## src/rtl/sm3_inpt_arb_if.sv

```systemverilog
// sm3_inpt_arb_if: one message-input beat channel (data, byte mask, valid, last, ready)
// master drives d/vld_byte/vld/lst and receives rdy; slave is the mirror.
// vld_byte is MSB-first and passed untouched to the pad core.
interface sm3_inpt_arb_if #(
  parameter int INPT_DW = 32,
  parameter int INPT_BYTE_W = INPT_DW / 8
);
  logic [INPT_DW-1:0] d;
  logic [INPT_BYTE_W-1:0] vld_byte;
  logic vld;
  logic lst;
  logic rdy;
  modport master (output d, vld_byte, vld, lst, input rdy);
  modport slave (input d, vld_byte, vld, lst, output rdy);
endinterface

```

## src/rtl/sm3_inpt_arb.sv

```systemverilog
// sm3_inpt_arb: two-requester round-robin sequencer feeding whole messages to sm3_pad_core
// clk, rst_n      : clock, asynchronous active-low reset
// req0, req1      : requester channels (slave side), rdy asserted only for the granted one
// msg             : pad core message input channel (master side), combinational pass-through
// cmprss_done     : digest complete pulse, releases the bus after a message
// arb_gnt_id      : granted requester, meaningful while arb_busy
// arb_busy        : message in transfer or awaiting digest completion
// xfer_beat_cnt   : saturating count of beats accepted in the current message
module sm3_inpt_arb #(
  parameter int INPT_DW = 32,
  parameter int INPT_BYTE_W = INPT_DW / 8,
  parameter int CNT_W = 16
) (
  input  logic clk,
  input  logic rst_n,
  sm3_inpt_arb_if.slave req0,
  sm3_inpt_arb_if.slave req1,
  sm3_inpt_arb_if.master msg,
  input  logic cmprss_done,
  output logic arb_gnt_id,
  output logic arb_busy,
  output logic [CNT_W-1:0] xfer_beat_cnt
);
  localparam logic [1:0] IDLE = 2'd0, XFER = 2'd1, WAIT_DONE = 2'd2;
  localparam logic [CNT_W-1:0] ONE = 1;
  logic [1:0] state;
  logic rr_ptr;
  logic xfer;
  logic g_vld;
  logic g_lst;
  logic acc;
  logic [INPT_DW-1:0] g_d;
  logic [INPT_BYTE_W-1:0] g_vb;
  always_comb begin
    xfer = state == XFER;
    g_vld = arb_gnt_id ? req1.vld : req0.vld;
    g_lst = arb_gnt_id ? req1.lst : req0.lst;
    g_d = arb_gnt_id ? req1.d : req0.d;
    g_vb = arb_gnt_id ? req1.vld_byte : req0.vld_byte;
    msg.vld = xfer & g_vld;
    msg.lst = xfer & g_lst;
    msg.d = xfer ? g_d : '0;
    msg.vld_byte = xfer ? g_vb : '0;
    req0.rdy = xfer & ~arb_gnt_id & msg.rdy;
    req1.rdy = xfer & arb_gnt_id & msg.rdy;
    acc = msg.vld & msg.rdy;
    arb_busy = state != IDLE;
  end
  // the grant is taken once in IDLE and held until the digest completes,
  // so a message is never interleaved with the other requester's beats
  always_ff @(posedge clk or negedge rst_n)
    if (!rst_n) begin
      state <= IDLE;
      rr_ptr <= 1'b0;
      arb_gnt_id <= 1'b0;
      xfer_beat_cnt <= '0;
    end else if (state == IDLE) begin
      if (req0.vld | req1.vld) begin
        arb_gnt_id <= (req0.vld & req1.vld) ? rr_ptr : req1.vld;
        state <= XFER;
      end
    end else if (state == XFER) begin
      if (acc) begin
        xfer_beat_cnt <= &xfer_beat_cnt ? xfer_beat_cnt : xfer_beat_cnt + ONE;
        if (g_lst) begin
          state <= WAIT_DONE;
          rr_ptr <= ~arb_gnt_id;
        end
      end
    end else if (state == WAIT_DONE) begin
      if (cmprss_done) begin
        state <= IDLE;
        xfer_beat_cnt <= '0;
      end
    end else begin
      state <= IDLE;
    end
endmodule

```

## src/flat_wrapper.sv

```systemverilog
// flat-port wrapper written by rule: the top's interface ports become plain ports
module sm3_inpt_arb_flat 
#(
  parameter int INPT_DW = 32,
  parameter int INPT_BYTE_W = INPT_DW / 8,
  parameter int CNT_W = 16
)
  (clk, rst_n, cmprss_done, arb_gnt_id, arb_busy, xfer_beat_cnt, req0_d, req0_vld_byte, req0_vld, req0_lst, req0_rdy, req1_d, req1_vld_byte, req1_vld, req1_lst, req1_rdy, msg_d, msg_vld_byte, msg_vld, msg_lst, msg_rdy);
  sm3_inpt_arb_if #(.INPT_DW(INPT_DW), .INPT_BYTE_W(INPT_BYTE_W)) req0_i ();
  sm3_inpt_arb_if #(.INPT_DW(INPT_DW), .INPT_BYTE_W(INPT_BYTE_W)) req1_i ();
  sm3_inpt_arb_if #(.INPT_DW(INPT_DW), .INPT_BYTE_W(INPT_BYTE_W)) msg_i ();
  input  logic clk;
  input  logic rst_n;
  input  logic cmprss_done;
  output logic arb_gnt_id;
  output logic arb_busy;
  output logic [CNT_W-1:0] xfer_beat_cnt;
  input wire logic [$bits(req0_i.d)-1:0] req0_d;
  input wire logic [$bits(req0_i.vld_byte)-1:0] req0_vld_byte;
  input wire logic [$bits(req0_i.vld)-1:0] req0_vld;
  input wire logic [$bits(req0_i.lst)-1:0] req0_lst;
  output wire logic [$bits(req0_i.rdy)-1:0] req0_rdy;
  input wire logic [$bits(req1_i.d)-1:0] req1_d;
  input wire logic [$bits(req1_i.vld_byte)-1:0] req1_vld_byte;
  input wire logic [$bits(req1_i.vld)-1:0] req1_vld;
  input wire logic [$bits(req1_i.lst)-1:0] req1_lst;
  output wire logic [$bits(req1_i.rdy)-1:0] req1_rdy;
  output wire logic [$bits(msg_i.d)-1:0] msg_d;
  output wire logic [$bits(msg_i.vld_byte)-1:0] msg_vld_byte;
  output wire logic [$bits(msg_i.vld)-1:0] msg_vld;
  output wire logic [$bits(msg_i.lst)-1:0] msg_lst;
  input wire logic [$bits(msg_i.rdy)-1:0] msg_rdy;
  assign req0_i.d = req0_d;
  assign req0_i.vld_byte = req0_vld_byte;
  assign req0_i.vld = req0_vld;
  assign req0_i.lst = req0_lst;
  assign req0_rdy = req0_i.rdy;
  assign req1_i.d = req1_d;
  assign req1_i.vld_byte = req1_vld_byte;
  assign req1_i.vld = req1_vld;
  assign req1_i.lst = req1_lst;
  assign req1_rdy = req1_i.rdy;
  assign msg_d = msg_i.d;
  assign msg_vld_byte = msg_i.vld_byte;
  assign msg_vld = msg_i.vld;
  assign msg_lst = msg_i.lst;
  assign msg_i.rdy = msg_rdy;
  sm3_inpt_arb #(.INPT_DW(INPT_DW), .INPT_BYTE_W(INPT_BYTE_W), .CNT_W(CNT_W)) u_core (.clk(clk), .rst_n(rst_n), .req0(req0_i), .req1(req1_i), .msg(msg_i), .cmprss_done(cmprss_done), .arb_gnt_id(arb_gnt_id), .arb_busy(arb_busy), .xfer_beat_cnt(xfer_beat_cnt));
endmodule
```

## config.mk

```make
export PLATFORM = sky130hd
export DESIGN_NAME = sm3_inpt_arb_flat
export DESIGN_NICKNAME = d
export VERILOG_FILES = /design/src/rtl/sm3_inpt_arb_if.sv /design/src/rtl/sm3_inpt_arb.sv /design/src/flat_wrapper.sv
export SDC_FILE = /design/constraint.sdc
export NUM_CORES = 1
export LEC_CHECK = 0
export ABC_CLOCK_PERIOD_IN_PS = 5460
export CAP_MARGIN = 10
export CORE_ASPECT_RATIO = 0.7
export CORE_MARGIN = 2
export CORE_UTILIZATION = 38
export DETAILED_ROUTE_END_ITERATION = 6
export HOLD_SLACK_MARGIN = 0.06
export PLACE_DENSITY_LB_ADDON = 0.3
export SETUP_SLACK_MARGIN = 0.05
export SLEW_MARGIN = 10
export SYNTH_ARGS = -nofsm -noshare
export SYNTH_HDL_FRONTEND = slang
export SYNTH_SLANG_ARGS = --single-unit
```

## constraint.sdc

```tcl
create_clock -name clk -period 5.46 [get_ports clk]
set_clock_uncertainty 0.15 [all_clocks]
set_input_delay 0.819 -clock clk [delete_from_list [all_inputs] [get_ports clk]]
set_output_delay 0.819 -clock clk [all_outputs]
set_load 0.02 [all_outputs]
```

==> summary.txt <==
Worst hold path
  – WHS Endpoint: u_core.rr_ptr$_DFFE_PN0P_
  – HP Start: u_core.rr_ptr$_DFFE_PN0P_
  – Hold path depth: 2
  – Hold Path Class: reg2reg

Logic synthesis
  – Ys Warns: 0
  – Unique cell type count in the Yosys netlist: 38
  – Post-synth EDFFs: 0
  – Post-Syn Area: ~0.0019 sq mm
  – Synth Area per Inst: 8.451 sq um
  – Sequential fraction of the synthesis area: 0.2644
  – #FFs+latches synth: 20
  – Synthesized netlist cell count: approximately 220
  – Asr flop ratio synth: 1.000
  – Post-synth net total: about 310
  – Main synth FF type: dfrtp_1

Global route
  – First-pass GRT wire length: 10120 um
  – Initial antenna violation count: 0
  – Vias in the first global route: around 2.0k
  – Total grt overflow: 0
  – Gr usage total: 0.2294
  – Largest net degree at the start of global routing: 67

Timing
  – Setup WS post-layout: about 1.8 ns
  – # setup viols final: 0
  – Hold slack: approximately 0.36 ns
  – RSZ-0062 raised after global routing: false
  – Fmax: ~0.28 GHz
  – Max Slew Vio Count: 0
  – Min Clock Period, post-route: between 3 and 4 ns
  – Relative slew slack: 0.2449
  – Setup_tns: 0 ns
  – Final hold viol count: 0
  – Final period util: 0.6634
  – Slew @ Worst Pin: between 1 and 1.5 ns

Clock network
  – Clk pin slew, worst setup/hold paths: 0.08 ns
  – # clock sinks: 20
  – Clock Root Buffer: clkbuf_8
  – Hold buffers post-CTS: 0
  – Setup Buffers After CTS: 0
  – CTS tree: yes
  – Worst skew pair latency: about 0.26 ns
  – Number of buffers created by CTS: 3
  – Post-CTS Resized: 0
  – H-tree Lvls: 1
  – Clk buf depth: 2

Finish
  – N_diodes: 0
  – Design Area, Final: 0.003342 sq mm
  – Layout cells sized above 1: 0.03429
  – FF+latch area: 501.7 sq um
  – Final std cells w/o fill: ~420
  – Filler cells: about 420
  – Post-layout nets: between 400 and 500
  – Multi-input gate area: 0.001311 sq mm
  – Fin util: 0.6988
  – Area added between synthesis and finish: 76.54%

Place
  – Placed cells: around 420
  – Setup WS pre-CTS: around 2.1 ns
  – DP Area: 0.003297 sq mm
  – Dpl hpwl: 5172 um
  – PortBufs: about 140
  – GPL Wtd Cong: between 0.8 and 0.9

Route
  – DR vias/cell: 5.172
  – DRT Wirelength: 6464 um
  – First DRT Iteration DRCs: 94
  – Drt drc: 0
  – Via count: ~2.2k
  – WL/cell: roughly 15 um
  – Post-DRT Antenna Nets: 0
  – Pre-antenna DRT Iters: 4

Critical path
  – Critical path type: reg2out
  – CP required: between 4 and 5 ns
  – CP Launch Type: flip-flop
  – R2R setup slack: ~2.3 ns
  – Reg2reg path depth: 5
  – CP Max Fanout: 43
  – CP endpoint kind: output pin
  – Crit Reg-Reg Endpoint: u_core.xfer_beat_cnt[10]$_DFFE_PN0P_
  – CP arrival: roughly 2.7 ns
  – R2R Path Start: u_core.arb_gnt_id$_DFFE_PN0P_

Floorplan
  – Initial core utilization: 0.3959
  – Die area: 0.005572 sq mm
  – Core area: ~0.0048 sq mm
  – DIE HEIGHT: roughly 63 um
  – I/O pins: around 140
  – Die Span X: just under 90 um
  – Rows: 21

Power and ir drop
  – Max VDD drop: between 0.3 and 0.4 mV
  – Pwr/cell area: 379.1 mW/mm^2
  – Lkg Pwr: approximately 1.3 nW
  – Pwr Total: about 1.3 mW

Job
  – Max-cap violations: 0

Run status
  – Status: finished clean
## kinds of logic after synthesis
| logic type | Yosys count | share of synthesized area |
|---|---|---|
| muxes | 44 | 0.2333 |
| buffers and inverters | 21 | 0.04428 |
| and+or+nand+nor | 85 | 0.2591 |
| DFF | 20 | 0.2644 |
| adders and majority gates | 5 | 0.03305 |
| AOI/OAI and AO/OA | 49 | 0.1659 |
## worst max-delay path by stage
stage / start / to / cells past startpoint
finish: u_core.arb_gnt_id$_DFFE_PN0P_ / msg_vld / 3
global placement: req1_vld / msg_vld / 4
CTS: u_core.arb_gnt_id$_DFFE_PN0P_ / msg_vld / 3
detailed placement: req1_vld / msg_vld / 4
floorplan: u_core.state[1]$_DFFE_PN0P_ / msg_d[10] / 6
global route: u_core.arb_gnt_id$_DFFE_PN0P_ / msg_vld / 3
## flip-flops by register name, indices dropped and copies added (netlist names)
signal / count
u_core.arb_gnt_id: 1
u_core.rr_ptr: 1
u_core.state: 2
u_core.xfer_beat_cnt: 16
## metal layers
metal	GRT usage	vias to the layer above	wire length, um
met5	0	-	0
met4	0.04356	0	140
met3	0.04587	10	364
met2	0.3976	68	3355
met1	0.2962	1025	2604
li1	-	1064	-
## cell usage in the layout, fill, tap and decap left out, types with 2 or more instances in the layout
cell and count:
o211ai_1 4, dfrtp_1 19, and3_1 3, nor4_1 2, nand4_1 3, clkdlybuf4s50_1 137, nand2_1 8, mux2i_1 43
ha_1 4, o31ai_1 2, or2_2 2, o311ai_0 2, o21a_1 2, a41o_1 2, nor2b_1 40, a31oi_1 4
a21oi_1 15, inv_1 5, clkbuf_8 3, nor2_1 9, o21ai_0 12, nand3_1 9, and4_1 2
## layout make-up
type | instances | share of cell area
Clock buffer | 4 | 0.01348
Inverter | 5 | 0.005616
Multi-Input combinational cell | 183 | 0.3924
Sequential cell | 20 | 0.1501
Tap cell | 69 | 0.02583
Timing Repair Buffer | 138 | 0.4126
## where the power goes
group          total, mW  switching [mW]  internal [mW]  leakage, nW
registers          0.260          0.0913          0.169        0.269
logic              0.907           0.429          0.478         1.03
clock network     0.0999          0.0480         0.0519       0.0228
## worst max-delay path, cell delays in order (launching register included)
cell             delay [ns]
dfrtp_2                1.11
mux2i_1                0.57
nor2b_1                0.09
clkdlybuf4s50_1        0.58
## synth_stat cells, types with 2 or more instances
master,count,area share
mux2i_1,43,0.23
and4_1,2,0.0093
nor2_1,9,0.018
and3_1,3,0.0099
nor4_1,2,0.0066
o311ai_0,2,0.0093
o31ai_1,2,0.0079
a31oi_1,4,0.013
o21a_1,2,0.0079
dfrtp_1,20,0.26
nand2_1,8,0.016
or2_2,2,0.0066
clkbuf_1,14,0.028
nand3_1,9,0.024
nor2b_1,40,0.13
a21oi_1,15,0.040
ha_1,5,0.033
a41o_1,2,0.011
nand4_1,3,0.0099
o21ai_0,12,0.032
inv_1,5,0.0099
o211ai_1,4,0.016
No activity file was read; power rests on OpenSTA's default activity.
